<file path="src/rtl/scaler_pkg.sv">
`default_nettype none
// ============================================================================
// Module      : scaler_pkg
// Description : Shared widths and read-sequence state encoding for the
//               scaler channel reader and its strobe timer.
// Revision    : 1.0 - initial release
// ============================================================================
package scaler_pkg;

   // One scaler word, and the combined {high,low} snapshot
   localparam int SCALER_W = 14;
   localparam int SNAP_W   = 2 * SCALER_W;

   // Read-sequence states; the reader keeps these as plain 3-bit codes
   typedef enum logic [2:0] {
      IDLE   = 3'd0,
      RD_HI  = 3'd1,
      RD_LO  = 3'd2,
      RD_HI2 = 3'd3,
      DONE   = 3'd4
   } state_e;

endpackage : scaler_pkg
`default_nettype wire

</file>
<file path="src/rtl/scaler_channel_reader_if.sv">
`default_nettype none
// ============================================================================
// Module      : scaler_channel_reader_if
// Description : Request/snapshot handshake plus the scaler read bus
//               (active-low strobes and the two 14-bit words).
//               With SCALER_DELTA_EN defined a 28-bit delta output is added.
// Revision    : 1.0 - initial release
// ============================================================================
interface scaler_channel_reader_if;
   import scaler_pkg::*;

   logic                rd_req;
   logic                rd_busy;
   logic                RCHAT_;
   logic                RCHBT_;
   logic [SCALER_W-1:0] CHAT;
   logic [SCALER_W-1:0] CHBT;
   logic [SNAP_W-1:0]   snapshot;
   logic                snap_valid;
   logic                snap_err;
`ifdef SCALER_DELTA_EN
   logic [SNAP_W-1:0]   delta;
`endif

`ifdef SCALER_DELTA_EN
   // Reader side: drives strobes and results, samples request and words
   modport master (
      input  rd_req, CHAT, CHBT,
      output rd_busy, RCHAT_, RCHBT_, snapshot, snap_valid, snap_err, delta
   );
   // Environment side: scaler words and the requesting logic
   modport slave (
      output rd_req, CHAT, CHBT,
      input  rd_busy, RCHAT_, RCHBT_, snapshot, snap_valid, snap_err, delta
   );
`else
   // Reader side: drives strobes and results, samples request and words
   modport master (
      input  rd_req, CHAT, CHBT,
      output rd_busy, RCHAT_, RCHBT_, snapshot, snap_valid, snap_err
   );
   // Environment side: scaler words and the requesting logic
   modport slave (
      output rd_req, CHAT, CHBT,
      input  rd_busy, RCHAT_, RCHBT_, snapshot, snap_valid, snap_err
   );
`endif

endinterface : scaler_channel_reader_if
`default_nettype wire

</file>
<file path="src/rtl/scaler_strobe_timer.sv">
`default_nettype none
// ============================================================================
// Module      : scaler_strobe_timer
// Description : Settle counter for one read phase. While active_i is high a
//               phase lasts SETTLE_CYC+1 cycles: SETTLE_CYC cycles with the
//               strobe low (sample_o on the last of them) followed by one gap
//               cycle (gap_o) with both strobes released. The counter
//               restarts at 0 after the gap, so back-to-back phases chain.
// Revision    : 1.0 - initial release
// ============================================================================
module scaler_strobe_timer #(
   parameter int unsigned SETTLE_CYC = 2
) (
   input  logic SIM_CLK,
   input  logic SIM_RST,
   input  logic active_i,
   output logic sample_o,
   output logic gap_o
);

   // Counts 0..SETTLE_CYC, which fits in 4 bits for SETTLE_CYC up to 15
   localparam logic [3:0] LAST_LOW = 4'(SETTLE_CYC - 1);
   localparam logic [3:0] GAP_CNT  = 4'(SETTLE_CYC);

   logic [3:0] cnt_q;
   logic [3:0] cnt_d;

   // Next settle count: held at 0 outside a phase, restarts after the gap
   always_comb begin
      cnt_d = cnt_q;
      if (!active_i) begin
         cnt_d = 4'd0;
      end else if (cnt_q == GAP_CNT) begin
         cnt_d = 4'd0;
      end else begin
         cnt_d = cnt_q + 4'd1;
      end
   end

   // Settle counter register
   always_ff @(posedge SIM_CLK or posedge SIM_RST) begin
      if (SIM_RST) begin
         cnt_q <= 4'd0;
      end else begin
         cnt_q <= cnt_d;
      end
   end

   assign sample_o = active_i && (cnt_q == LAST_LOW);
   assign gap_o    = active_i && (cnt_q == GAP_CNT);

endmodule : scaler_strobe_timer
`default_nettype wire

</file>
<file path="src/rtl/scaler_channel_reader.sv">
`default_nettype none
// ============================================================================
// Module      : scaler_channel_reader
// Description : Reads the 14-bit high (CHBT) and low (CHAT) scaler words via
//               the active-low strobes RCHBT_/RCHAT_ and returns a coherent
//               28-bit {high,low} snapshot. The high word is read again after
//               the low word; if it moved, the low/high pair is re-read up to
//               MAX_RETRY times before the result is flagged with snap_err.
//               Optional feature macro: SCALER_DELTA_EN adds a delta output
//               (snapshot minus previous good snapshot, mod 2^28).
// Revision    : 1.0 - initial release
// ============================================================================
module scaler_channel_reader
   import scaler_pkg::*;
#(
   parameter int unsigned SETTLE_CYC = 2,
   parameter int unsigned MAX_RETRY  = 3
) (
   input  logic                    SIM_CLK,
   input  logic                    SIM_RST,
   scaler_channel_reader_if.master bus
);

   localparam logic [2:0] S_IDLE   = IDLE;
   localparam logic [2:0] S_RD_HI  = RD_HI;
   localparam logic [2:0] S_RD_LO  = RD_LO;
   localparam logic [2:0] S_RD_HI2 = RD_HI2;
   localparam logic [2:0] S_DONE   = DONE;

   localparam logic [2:0] RETRY_LIMIT = 3'(MAX_RETRY);

   logic [2:0]          state_q,      state_d;
   logic [2:0]          retry_q,      retry_d;
   logic [SCALER_W-1:0] hi0_q,        hi0_d;
   logic [SCALER_W-1:0] hi1_q,        hi1_d;
   logic [SCALER_W-1:0] lo_q,         lo_d;
   logic [SNAP_W-1:0]   snapshot_q,   snapshot_d;
   logic                snap_valid_q, snap_valid_d;
   logic                snap_err_q,   snap_err_d;

   logic w_phase_active;
   logic w_sample;
   logic w_gap;
   logic w_hi_phase;

   assign w_phase_active = (state_q == S_RD_HI) || (state_q == S_RD_LO) ||
                           (state_q == S_RD_HI2);
   assign w_hi_phase     = (state_q == S_RD_HI) || (state_q == S_RD_HI2);

   scaler_strobe_timer #(
      .SETTLE_CYC (SETTLE_CYC)
   ) u_timer (
      .SIM_CLK  (SIM_CLK),
      .SIM_RST  (SIM_RST),
      .active_i (w_phase_active),
      .sample_o (w_sample),
      .gap_o    (w_gap)
   );

   // Read sequencer: sample on the last settle cycle, advance after the gap
   always_comb begin
      state_d      = state_q;
      retry_d      = retry_q;
      hi0_d        = hi0_q;
      hi1_d        = hi1_q;
      lo_d         = lo_q;
      snapshot_d   = snapshot_q;
      snap_valid_d = 1'b0;
      snap_err_d   = snap_err_q;
      case (state_q)
         S_IDLE: begin
            if (bus.rd_req) begin
               state_d = S_RD_HI;
               retry_d = 3'd0;
            end
         end
         S_RD_HI: begin
            if (w_sample) hi0_d = bus.CHBT;
            if (w_gap)    state_d = S_RD_LO;
         end
         S_RD_LO: begin
            if (w_sample) lo_d = bus.CHAT;
            if (w_gap)    state_d = S_RD_HI2;
         end
         S_RD_HI2: begin
            if (w_sample) hi1_d = bus.CHBT;
            if (w_gap) begin
               if (hi1_q == hi0_q) begin
                  state_d      = S_DONE;
                  snapshot_d   = {hi1_q, lo_q};
                  snap_valid_d = 1'b1;
                  snap_err_d   = 1'b0;
               end else if (retry_q < RETRY_LIMIT) begin
                  // High word moved during the read: the latest high value
                  // becomes the new reference and the low word is re-read
                  retry_d = retry_q + 3'd1;
                  hi0_d   = hi1_q;
                  state_d = S_RD_LO;
               end else begin
                  state_d      = S_DONE;
                  snapshot_d   = {hi1_q, lo_q};
                  snap_valid_d = 1'b1;
                  snap_err_d   = 1'b1;
               end
            end
         end
         S_DONE: begin
            state_d = S_IDLE;
         end
         default: begin
            state_d = S_IDLE;
         end
      endcase
   end

   // Sequencer and result registers; reset aborts any read in progress
   always_ff @(posedge SIM_CLK or posedge SIM_RST) begin
      if (SIM_RST) begin
         state_q      <= S_IDLE;
         retry_q      <= 3'd0;
         hi0_q        <= '0;
         hi1_q        <= '0;
         lo_q         <= '0;
         snapshot_q   <= '0;
         snap_valid_q <= 1'b0;
         snap_err_q   <= 1'b0;
      end else begin
         state_q      <= state_d;
         retry_q      <= retry_d;
         hi0_q        <= hi0_d;
         hi1_q        <= hi1_d;
         lo_q         <= lo_d;
         snapshot_q   <= snapshot_d;
         snap_valid_q <= snap_valid_d;
         snap_err_q   <= snap_err_d;
      end
   end

   // Strobes decode straight from state so reset releases them at once;
   // the states are exclusive, so both strobes can never be low together
   assign bus.RCHBT_     = ~(w_hi_phase && !w_gap);
   assign bus.RCHAT_     = ~((state_q == S_RD_LO) && !w_gap);
   // Busy covers the read phases and drops in the snap_valid cycle
   assign bus.rd_busy    = w_phase_active;
   assign bus.snapshot   = snapshot_q;
   assign bus.snap_valid = snap_valid_q;
   assign bus.snap_err   = snap_err_q;

`ifdef SCALER_DELTA_EN
   logic [SNAP_W-1:0] prev_q;
   logic [SNAP_W-1:0] delta_q;

   // Difference to the previous good snapshot; error reads leave it unchanged
   always_ff @(posedge SIM_CLK or posedge SIM_RST) begin
      if (SIM_RST) begin
         prev_q  <= '0;
         delta_q <= '0;
      end else if (snap_valid_d) begin
         delta_q <= snapshot_d - prev_q;
         if (!snap_err_d) prev_q <= snapshot_d;
      end
   end

   assign bus.delta = delta_q;
`endif

endmodule : scaler_channel_reader
`default_nettype wire

</file>
<file path="src/flat_wrapper.sv">
// flat-port wrapper written by rule: the top's interface ports become plain ports
module scaler_channel_reader_flat import scaler_pkg::*;
#(
   parameter int unsigned SETTLE_CYC = 2,
   parameter int unsigned MAX_RETRY  = 3
)
  (SIM_CLK, SIM_RST, bus_rd_req, bus_CHAT, bus_CHBT, bus_rd_busy, bus_RCHAT_, bus_RCHBT_, bus_snapshot, bus_snap_valid, bus_snap_err);
  scaler_channel_reader_if bus_i ();
  input  logic SIM_CLK;
  input  logic SIM_RST;
  input wire logic [$bits(bus_i.rd_req)-1:0] bus_rd_req;
  input wire logic [$bits(bus_i.CHAT)-1:0] bus_CHAT;
  input wire logic [$bits(bus_i.CHBT)-1:0] bus_CHBT;
  output wire logic [$bits(bus_i.rd_busy)-1:0] bus_rd_busy;
  output wire logic [$bits(bus_i.RCHAT_)-1:0] bus_RCHAT_;
  output wire logic [$bits(bus_i.RCHBT_)-1:0] bus_RCHBT_;
  output wire logic [$bits(bus_i.snapshot)-1:0] bus_snapshot;
  output wire logic [$bits(bus_i.snap_valid)-1:0] bus_snap_valid;
  output wire logic [$bits(bus_i.snap_err)-1:0] bus_snap_err;
  assign bus_i.rd_req = bus_rd_req;
  assign bus_i.CHAT = bus_CHAT;
  assign bus_i.CHBT = bus_CHBT;
  assign bus_rd_busy = bus_i.rd_busy;
  assign bus_RCHAT_ = bus_i.RCHAT_;
  assign bus_RCHBT_ = bus_i.RCHBT_;
  assign bus_snapshot = bus_i.snapshot;
  assign bus_snap_valid = bus_i.snap_valid;
  assign bus_snap_err = bus_i.snap_err;
  scaler_channel_reader #(.SETTLE_CYC(SETTLE_CYC), .MAX_RETRY(MAX_RETRY)) u_core (.SIM_CLK(SIM_CLK), .SIM_RST(SIM_RST), .bus(bus_i));
endmodule
</file>
<file path="config.mk">
export PLATFORM = sky130hd
export DESIGN_NAME = scaler_channel_reader_flat
export DESIGN_NICKNAME = d
export VERILOG_FILES = /design/src/rtl/scaler_pkg.sv /design/src/rtl/scaler_channel_reader_if.sv /design/src/rtl/scaler_strobe_timer.sv /design/src/rtl/scaler_channel_reader.sv /design/src/flat_wrapper.sv
export SDC_FILE = /design/constraint.sdc
export NUM_CORES = 1
export LEC_CHECK = 0
export CELL_PAD_IN_SITES_DETAIL_PLACEMENT = 0
export CELL_PAD_IN_SITES_GLOBAL_PLACEMENT = 1
export CORE_MARGIN = 5
export CORE_UTILIZATION = 46
export DETAILED_ROUTE_END_ITERATION = 10
export PLACE_DENSITY = 0.83
export SYNTH_ARGS = -nofsm -noshare
export SYNTH_HDL_FRONTEND = slang
export SYNTH_SLANG_ARGS = --single-unit
export TNS_END_PERCENT = 20
</file>
<file path="constraint.sdc">
create_clock -name SIM_CLK -period 4.3 [get_ports SIM_CLK]
set_clock_uncertainty 0.1 [all_clocks]
set_input_delay 0.43 -clock SIM_CLK [delete_from_list [all_inputs] [get_ports SIM_CLK]]
set_output_delay 0.43 -clock SIM_CLK [all_outputs]
set_load 0.02 [all_outputs]
</file>
### Yosys cells after proc, flatten, opt, wreduce, memory -nomap -nowiden

Index checks and enable logic that the tools add are counted.

* register bits after elaboration: 82
* input port bits: 31
* logic and storage cells: 72
* output and inout bits: 33

* bitwise operators: 2
* order comparisons: 1
* add/sub/neg operators: 2
* reductions and logical operators: 17
* eq/ne operators: 14
* muxes and demuxes: 27

Operators with widths (count)
* 14-bit two-way mux: 4
* 28-bit two-way mux: 2
* 3-bit two-way mux: 10
* 14-bit case mux with 2 select lines: 1
* 14-bit == test: 1
* 3-bit case mux with 4 select lines: 1
* 5-bit AND reduction: 2
* 4-bit two-way mux: 2
* 2-bit by 1-bit != test with 1-bit output (second input constant): 4
* 2-bit != test (second input constant): 4
* 3-bit by 2-bit == test with 1-bit output (second input constant): 2
* 1-bit two-way mux: 6
* 3-bit case mux with 2 select lines: 1
* 4-bit by 1-bit adder with 4-bit output (second input constant): 1
* 4-bit by 1-bit == test with 1-bit output (second input constant): 1
* 4-bit by 2-bit == test with 1-bit output (second input constant): 1
* 1-bit logical AND: 4
* 2-bit AND reduction: 2
* 4-bit AND reduction: 1
* 2-bit nonzero test: 2
* 3-bit by 1-bit adder with 3-bit output (second input constant): 1
* 3-bit by 1-bit == test with 1-bit output (second input constant): 1
* 3-bit zero test: 1
* 1-bit logical OR: 3
* other kinds (4): 5

### Longest topological paths before layout

* word-level depth: 7
* mapped depth: 7
* mapped depth without buffers: 5

### Hierarchy

From an unflattened synthesis, not the netlist that was laid out.

* cells, all modules: 281
* area, all modules: 3663.5 µm²

Modules (own cells, without submodules)
* scaler_channel_reader: area an instance 3468.3 µm², cells an instance 261, instances 1, seq. area each 1951.9 µm²
* scaler_strobe_timer: area an instance 195.2 µm², cells an instance 20, instances 1, seq. area each 100.1 µm²

### Least setup slack after synthesis

Ideal clock, no wire load.

* path type: register to register
* start: register u_core.u_timer.cnt_q[0]
* end: register u_core.hi0_q[0]
* cell stages (with the launch flop): 7
* data required time: 4073 ps
* slack: 2353 ps
* arrival time: 1720 ps
* clock period less this slack: 1947 ps
* buffers on the path: 1
* library setup time: 127 ps
* cells stage by stage: dfrtp_1 -> nor4b_4 -> and3_1 -> o21ai_1 -> a21oi_2 -> buf_6 -> mux2_1

* word-level cells in the longest chain between the ends: 4

RTL lines
* from (decl): line scaler_strobe_timer.sv:25 `logic [3:0] cnt_q;`
* from (signal assigned): line scaler_strobe_timer.sv:45 `cnt_q <= cnt_d;`
* 4-bit by 2-bit == test with 1-bit output / 4-bit by 1-bit == test with 1-bit output (equally long branches): line scaler_strobe_timer.sv:50, scaler_strobe_timer.sv:49
* 1-bit logical AND (on tied branches): line scaler_strobe_timer.sv:50, scaler_strobe_timer.sv:49
* 2-bit by 1-bit != test with 1-bit output (no source line) / 2-bit != test (equally long branches)
* 5-bit AND reduction (no source line) (*)
* to (signal assigned): line scaler_channel_reader.sv:130 `hi0_q <= hi0_d;`
* to (decl): line scaler_channel_reader.sv:34 `logic [SCALER_W-1:0] hi0_q, hi0_d;`

Mark *: on every way between the ends. The rest lies on a longest branch, timed or not.
A chain may end at the register's enable or synchronous reset.

### Worst setup path after layout

* start: register u_core.state_q[2]
* end: register u_core.snapshot_q[26] (netlist: u_core.bus.snapshot[26])

* word-level cells in the longest chain between the ends: 5

RTL lines
* from (decl): line scaler_channel_reader.sv:32 `logic [2:0] state_q, state_d;`
* from (signal assigned): line scaler_channel_reader.sv:128 `state_q <= state_d;`
* 3-bit by 1-bit == test with 1-bit output / 3-bit by 2-bit == test with 1-bit output (equally long branches): line scaler_channel_reader.sv:46 `assign w_phase_active = (state_q == S_RD_HI) || (state_q == S_RD_LO) ||`
* 1-bit logical OR (2 in series): line scaler_channel_reader.sv:46
* 1-bit logical AND: line scaler_strobe_timer.sv:50 `assign gap_o = active_i && (cnt_q == GAP_CNT);`
* 3-bit AND reduction (no source line) (*)
* to (signal assigned): line scaler_channel_reader.sv:133 `snapshot_q <= snapshot_d;`
* to (decl): line scaler_channel_reader.sv:37 `logic [SNAP_W-1:0] snapshot_q, snapshot_d;`

Marked as above.

==> results list <==
- Run status: complete, no violations
- Fillers: 669
- Drt initial violations: 59
* Share of the clock period used by the worst path: 62.8%
- The floorplan has 32 rows.
- Across every metal layer, demand over resource in global routing totals 14.9%.
- Once the clock tree was built, the resizer swapped 0 gates to a different size.
- Across all hold checks on the routed design, the worst slack comes to 0.404 ns.
- The die is 99.3 um wide.
* Detailed-routing iteration count for the pre-antenna-repair pass: 4
- Count of clock tree sinks: 82
- Later-pin clock latency in the skew report: 0.34 ns
- With fillers left out, the area of the finished cells amounts to 4570 um2.
* Final setup violation count: 0
* Maximum clock frequency: 370 MHz
* Largest net degree at the start of global routing: 57
* CP Data Arrival Time: 2.83 ns
* Effective utilization at floorplan: 47.2%
- Post-detailed-route count of antenna-violating nets: 0
- For the worst flop-to-flop path, the logic depth is 5.
- Final Net Count: 374
- Number of placed cells counting well taps: 433
* Pwr dens: 708 nW/um2
- The first global-routing pass estimated 11.6 mm of wire.
* Crit path max fanout: 30
- The number of antenna violations at the first check in global routing came to 0.
- Last element of the critical path: u_core.bus.snapshot[26]
* Clock tree from TritonCTS: built
- Average routed wire per standard cell: 15.5 um
- Number of violations of the max-capacitance limit: 0
- Slew at the pin closest to its max-slew limit: 1.00 ns
- Static Leak: 0.00217 uW
- Summed over all nets, the switching power comes to 1120 uW.
- Multi-input logic area: 1530 um2
* Routed via count: 2243
- Synthesis handed over a netlist of 277 instances.
- The die covers 9860 um2.
- Remaining max-slew budget at the tightest pin: 33.0%
- Net switching is 34.7% of the power.
* Placeable core area: 7770 um2
- Vias per inst: 5.01
- Sequential cell area: 2050 um2
- For flop-to-flop paths, the worst setup slack is 1.60 ns.
- Sequential share of power: 42.7%
- Total power: 3230 uW
- Destination of the worst register-to-register timing path: u_core.bus.snapshot[26]
- 64 I/O pins were placed.
- The count of final hold-check violations is 0.
- Startpoint class of the critical path: flop
- The wire-length estimate of the detail-placed layout is 4.80 mm.
- The area growth from synthesis to layout is 24.4%.
* DRC violations left: 0
* Max IR drop VDD: 0.000374 V
- For the worst setup path, the data required time is 4.43 ns.
- Adding up every negative setup slack in the final design gives 0 ns.
- Timing startpoint of the critical path: u_core.state_q[2]
* Number of I/O port buffers: 63
- For this design, the CTS-stage hold fixing added 0 buffers.
- Proportion of power drawn by combinational gates: 39.9%
- Critical Path Sink Type: flop
* CTS H-tree lvls: 3
* Fin crit period: 2.70 ns
- Number of unique standard cell types used by synthesis: 39
* Vertical extent of the die: 99.3 um
* Synth Cell Area: 3670 um2
- Yosys printed 0 warnings.
- CTS clock-pin slew for the worst setup and hold paths: 0.08 ns
* Fraction of final layout cells sized beyond drive strength 1: 24.3%
- Counting along the longest clock path gives a buffer depth of 2.
- The internal power of the cells totals 2110 uW.
- Sequential element share of the synthesized area: 55.9%
* Slew Limit Fails: 0
- Total clock buffers created by CTS: 9
- Once placement finished, the instance area stood at 4370 um2.
- Synthesis produced a netlist with a net count of 309.
- The synthesized design contains 82 register bits.
* Wire length after detailed routing: 6.93 mm
* Portion of total power attributed to the clock network: 17.4%
* Post-Syn Area per Cell: 13.2 um2
* Final standard cell count with taps included and fillers excluded: 448
* Antenna diode instance count: 0
* Setup repair after global routing missed its margin: no
- Global routing finished with a remaining overflow of 0.
- Total setup buffers inserted after CTS: 0
* Vias in the first global route: 2407
* Placer congestion estimate: 0.764
- R2r startpoint: u_core.state_q[2]
* Path type of the worst setup path: reg2reg
- The tree is rooted in a sky130_fd_sc_hd__clkbuf_8.
- Class of the tightest hold or removal check: reg2reg
## cell usage after synthesis
library cell / instances / area share, %
sky130_fd_sc_hd__a22o_1: 1 / 0.24
sky130_fd_sc_hd__nor4_1: 1 / 0.17
sky130_fd_sc_hd__mux2_4: 28 / 11
sky130_fd_sc_hd__or2_2: 1 / 0.17
sky130_fd_sc_hd__nor4b_4: 1 / 0.65
sky130_fd_sc_hd__o22ai_1: 1 / 0.17
sky130_fd_sc_hd__ha_1: 1 / 0.34
sky130_fd_sc_hd__nand2b_1: 2 / 0.34
sky130_fd_sc_hd__buf_2: 3 / 0.41
sky130_fd_sc_hd__a21oi_2: 1 / 0.24
sky130_fd_sc_hd__nor3_1: 2 / 0.27
sky130_fd_sc_hd__o21ai_1: 1 / 0.14
sky130_fd_sc_hd__a211oi_1: 1 / 0.20
sky130_fd_sc_hd__o21bai_1: 1 / 0.20
sky130_fd_sc_hd__nand2_1: 52 / 5.3
sky130_fd_sc_hd__or3_1: 1 / 0.17
sky130_fd_sc_hd__nor2_1: 7 / 0.72
sky130_fd_sc_hd__mux2_2: 32 / 9.8
sky130_fd_sc_hd__and2b_1: 1 / 0.20
sky130_fd_sc_hd__and3_1: 1 / 0.17
sky130_fd_sc_hd__buf_1: 1 / 0.10
sky130_fd_sc_hd__mux2i_1: 1 / 0.27
sky130_fd_sc_hd__a31oi_1: 1 / 0.17
sky130_fd_sc_hd__buf_6: 4 / 1.2
sky130_fd_sc_hd__and4_1: 1 / 0.24
sky130_fd_sc_hd__nand3_1: 4 / 0.55
sky130_fd_sc_hd__nor3b_1: 1 / 0.20
sky130_fd_sc_hd__nor4_2: 3 / 1.0
sky130_fd_sc_hd__clkbuf_1: 2 / 0.20
sky130_fd_sc_hd__inv_1: 4 / 0.41
sky130_fd_sc_hd__nor2b_1: 1 / 0.17
sky130_fd_sc_hd__dfrtp_1: 82 / 56
sky130_fd_sc_hd__o22a_1: 1 / 0.24
sky130_fd_sc_hd__nand4_1: 1 / 0.17
sky130_fd_sc_hd__mux2_1: 10 / 3.1
sky130_fd_sc_hd__a21oi_1: 2 / 0.27
sky130_fd_sc_hd__a21o_1: 1 / 0.20
sky130_fd_sc_hd__and2_1: 2 / 0.34
sky130_fd_sc_hd__xor2_1: 16 / 3.8
## flip-flops by register name (all words and copies together) (netlist names)
name,cells
u_core.u_timer.cnt_q,4
u_core.bus.snap_valid,1
u_core.bus.snapshot,28
u_core.lo_q,14
u_core.bus.snap_err,1
u_core.hi1_q,14
u_core.hi0_q,14
u_core.retry_q,3
u_core.state_q,3
## metal layers
metal  vias up  GRT usage, %  routed length (um)
met5         -             0                   0
met1      1131          18.3                3080
met3         8          3.44                 174
li1       1073             -                   -
met4         0          5.99                 110
met2        31          25.4                3570
## stage by stage
stage / util [%] / setup WS, ns
5_1_grt: 58.8 / 1.46
6_report: 58.8 / 1.60
3_3_place_gp: 56.2 / 1.67
3_5_place_dp: 56.2 / 1.60
2_1_floorplan: - / 1.66
4_1_cts: 58.8 / 1.58
## kinds of logic after synthesis
kind of cell / share of synthesized area, %
xor gates and xnor gates: 3.82
adders and majority gates: 0.341
and+or+nand+nor: 10.9
muxes: 24.6
DFF: 55.9
AOI/OAI and AO/OA: 2.08
buffers and inverters: 2.35
## power groups by stage
stage          combinational [uW]  clock [uW]  sequential [uW]
5_1_grt                      1410         614             1430
3_3_place_gp                 1270           0             1380
6_report                     1290         563             1380
2_1_floorplan                 823           0             1440
4_1_cts                      1310         580             1380
3_5_place_dp                 1310           0             1400
## placed cells by master (no fill, tap or decap), types with 2 or more instances in the layout
cell type                         instances
sky130_fd_sc_hd__a21oi_1                  2
sky130_fd_sc_hd__nor2_1                   7
sky130_fd_sc_hd__mux2_2                  32
sky130_fd_sc_hd__nor4_2                   3
sky130_fd_sc_hd__nand3_1                  4
sky130_fd_sc_hd__xor2_1                  16
sky130_fd_sc_hd__inv_1                    3
sky130_fd_sc_hd__mux2_1                  10
sky130_fd_sc_hd__nand2_1                 52
sky130_fd_sc_hd__mux2_4                  28
sky130_fd_sc_hd__clkdlybuf4s50_1         63
sky130_fd_sc_hd__dfrtp_1                 82
sky130_fd_sc_hd__and2_1                   2
sky130_fd_sc_hd__nor3_1                   2
sky130_fd_sc_hd__clkbuf_8                11
sky130_fd_sc_hd__nand2b_1                 2
sky130_fd_sc_hd__clkinv_2                 3
## how the worst min path moves through the flow
| stage | from | endpoint | slack, ns | depth (start not counted) |
|---|---|---|---|---|
| 2_1_floorplan | u_core.state_q[2] | u_core.state_q[0] | 0.36 | 1 |
| 3_3_place_gp | u_core.state_q[2] | u_core.state_q[0] | 0.38 | 1 |
| 3_5_place_dp | u_core.lo_q[12] | u_core.bus.snapshot[12] | 0.39 | 1 |
| 4_1_cts | u_core.state_q[2] | u_core.state_q[0] | 0.41 | 1 |
| 5_1_grt | u_core.hi0_q[8] | u_core.hi0_q[8] | 0.42 | 1 |
| 6_report | u_core.state_q[2] | u_core.state_q[0] | 0.40 | 1 |
## final cells by class
type,instances,area share (%)
clock inverter,4,1.07
multi-input combinational,181,33.6
tap,102,2.79
timing repair buffer,64,14.0
sequential,82,44.9
clock buffer,11,3.32
inverter,4,0.356
## critical path: stages, from the launching register on
cell and delay (ns):
sky130_fd_sc_hd__dfrtp_1 0.41, sky130_fd_sc_hd__and2b_1 0.25, sky130_fd_sc_hd__and2_1 0.58, sky130_fd_sc_hd__nand2_1 0.22, sky130_fd_sc_hd__a21o_2 0.57, sky130_fd_sc_hd__mux2_4 0.43
Note: power is estimated with default switching activity, not from simulation.
==> RTL edit, RTL diff (config.mk and constraints unchanged) <==
Set the package constant `SCALER_W` to 28 (it was 14).
--- a/src/rtl/scaler_pkg.sv
+++ b/src/rtl/scaler_pkg.sv
@@ -8,7 +8,7 @@
 package scaler_pkg;
 
    // One scaler word, and the combined {high,low} snapshot
-   localparam int SCALER_W = 14;
+   localparam int SCALER_W = 28;
    localparam int SNAP_W   = 2 * SCALER_W;
 
    // Read-sequence states; the reader keeps these as plain 3-bit codes
Interface: changed (resized bus_CHAT, bus_CHBT and bus_snapshot); port bits go from 64 to 120. The function was not compared with the original's and may differ.
==> RTL edit against the unedited design <==
Count of clock-buffer cells in the layout is 9 higher; area after synthesis grew 77%; wire length increased by 100%; cell area grew 86%; total power up 96%; highest routed layer unchanged; setup slack got worse by 330 ps; critical path depth grew 2; largest cell class unchanged; sequential cell count grew 70.
==> RTL edit: results (changes against the unedited design) <==
| Metric | Value |
|---|---|
| Outcome | `complete, no violations` |
| Layout cells sized above 1 | `0.2958 (+0.05305)` |
| Post-synthesis mux area share | `0.2566 (+0.01039)` |
| Crit path DAT | `3240 ps (+410 ps)` |
| Worst-path clk slew | `60 ps (-20 ps)` |
| Netlist cell types | `33 (-15%)` |
| CP max-delay cell | `buf_4` |
| Post-CTS setup buffer count | `0 (unchanged)` |
| Clock buffer count from CTS | `17 (+8)` |
| Global-route wire length before repair | `22720 um (+95%)` |
| HPWL after DPL | `9192 um (+92%)` |
| Final net count | `669 (+79%)` |
| H-Tree Depth | `4 (+1)` |
| Largest net degree at the start of global routing | `153 (+170%)` |
| Ant diodes | `0 (unchanged)` |
| Mean Syn Cell Area | `13.40 sq um (+1.2%)` |
| Via density | `5.060 (+1.1%)` |
| Commonest cells in the netlist | `dfrtp_1, mux2_2, nand2_1` |
| Dominant cells by area after synthesis | `dfrtp_1, mux2_2, nand2_1` |
| Max FFs per register | `56 (+100%)` |
| Routed Wire Length | `13840 um (+100%)` |
| Async SR Flop Fraction | `1.000 (unchanged)` |
| Dpl cells | `770 (+78%)` |
| Drt initial violations | `292 (+390%)` |
| Synth Area in Adders | `0.001929 (-0.001480)` |
| Share of Yosys cell area claimed by the top area cell type | `0.5864 (+0.02727)` |
| Post-DP Area | `0.007870 sq mm (+80%)` |
| Clk Latency, worst-skew pair | `420 ps (+80 ps)` |
| Fin cells | `802 (+79%)` |
| CP max stage delay | `470 ps (-110 ps)` |
| Rel. slew slack | `0.2270 (-0.1033)` |
| Post-cts resize count | `0 (unchanged)` |
| Vias in the first global route | `4415 (+83%)` |
| Post-synthesis xor/xnor area fraction | `0.04186 (+0.003673)` |
| Max clock buf depth | `2 (unchanged)` |
| Complex-gate fraction of the synthesized area | `0.008873 (-0.01192)` |
| Routability cong. | `0.7242 (-5.2%)` |
| Clock root buffer | `clkbuf_16` |
| GRT Total Usage | `0.1782 (+0.02910)` |
| Leakage power | `3.943 nW (+82%)` |
| First drt pass iteration count | `4 (unchanged)` |
| Dominant synthesized flop cell | `dfrtp_1` |
| YS warnings | `0 (unchanged)` |
| Initial antenna violation count | `0 (unchanged)` |
| Peak supply drop | `0.0003135 V (-16%)` |
| Sequential element share of the synthesized area | `0.5864 (+0.02727)` |
| Hold Path Class | `flip-flop to flip-flop` |
| Crit path max fanout | `38 (+27%)` |
| PortBufs | `119 (+89%)` |
| Syn nets | `544 (+76%)` |
RTL edit: cell types whose count changed in the layout (fill, tap and decap cells not counted), sizes merged, moves of 7 or more:
cell and change:
dfrtp +70, clkinvlp +7, clkdlybuf4s50 +56, mux2 +70, nand2 +42, xor2 +14, clkbuf +9
RTL edit: report_power, final:
part | switching [mW] | internal [mW]
sequential | 0.472 | 2.05
combinational | 1.04 | 1.21
clock | 0.572 | 0.983
RTL edit: cell type report:
type	count	area, sq um
clock buffers	20	446.7
clock inverters	12	175.2
fillers	1118	5389
inverters	4	18.77
multi-input cells	309	2574
flip-flops and latches	152	3804
well taps	180	225.2
repair buffers	125	1249
RTL edit: layer usage:
metal / part of all wire / GRT usage
met5: 0 / 0
met4: 0.016 / 0.06424
met3: 0.033 / 0.04566
met2: 0.51 / 0.2936
met1: 0.44 / 0.2288
RTL edit: metrics by stage:
stage,hold WS [ps],power (mW),worst slack (ps)
6_report,392.9,6.329,1265
5_1_grt,407.1,6.734,1156
4_1_cts,392.0,6.404,1278
3_5_place_dp,385.5,4.823,1292
3_3_place_gp,374.1,4.725,1252
2_1_floorplan,349.4,3.964,1853
RTL edit: worst max-delay path, delay by kind of cell, from the launching register on:
kind	cells	cell delay (ps)
simple gates	3	1020
buf+inv	1	470
mux	1	370
xor+xnor	1	180
flops	1	420
compound gates	1	320
RTL edit: final timing paths:
path	start	end	slack (ps)	cells past startpoint
worst max-delay path	u_core.hi1_q[7]	u_core.bus.snapshot[5]	1270	7
worst max register to register	u_core.hi1_q[7]	u_core.bus.snapshot[5]	1270	7
worst min register to register	u_core.state_q[2]	u_core.state_q[0]	390	1
worst min-delay path	u_core.state_q[2]	u_core.state_q[0]	390	1
min in group asynchronous	SIM_RST	u_core.lo_q[21]	480	3
max in group asynchronous	SIM_RST	u_core.bus.snapshot[11]	3020	3
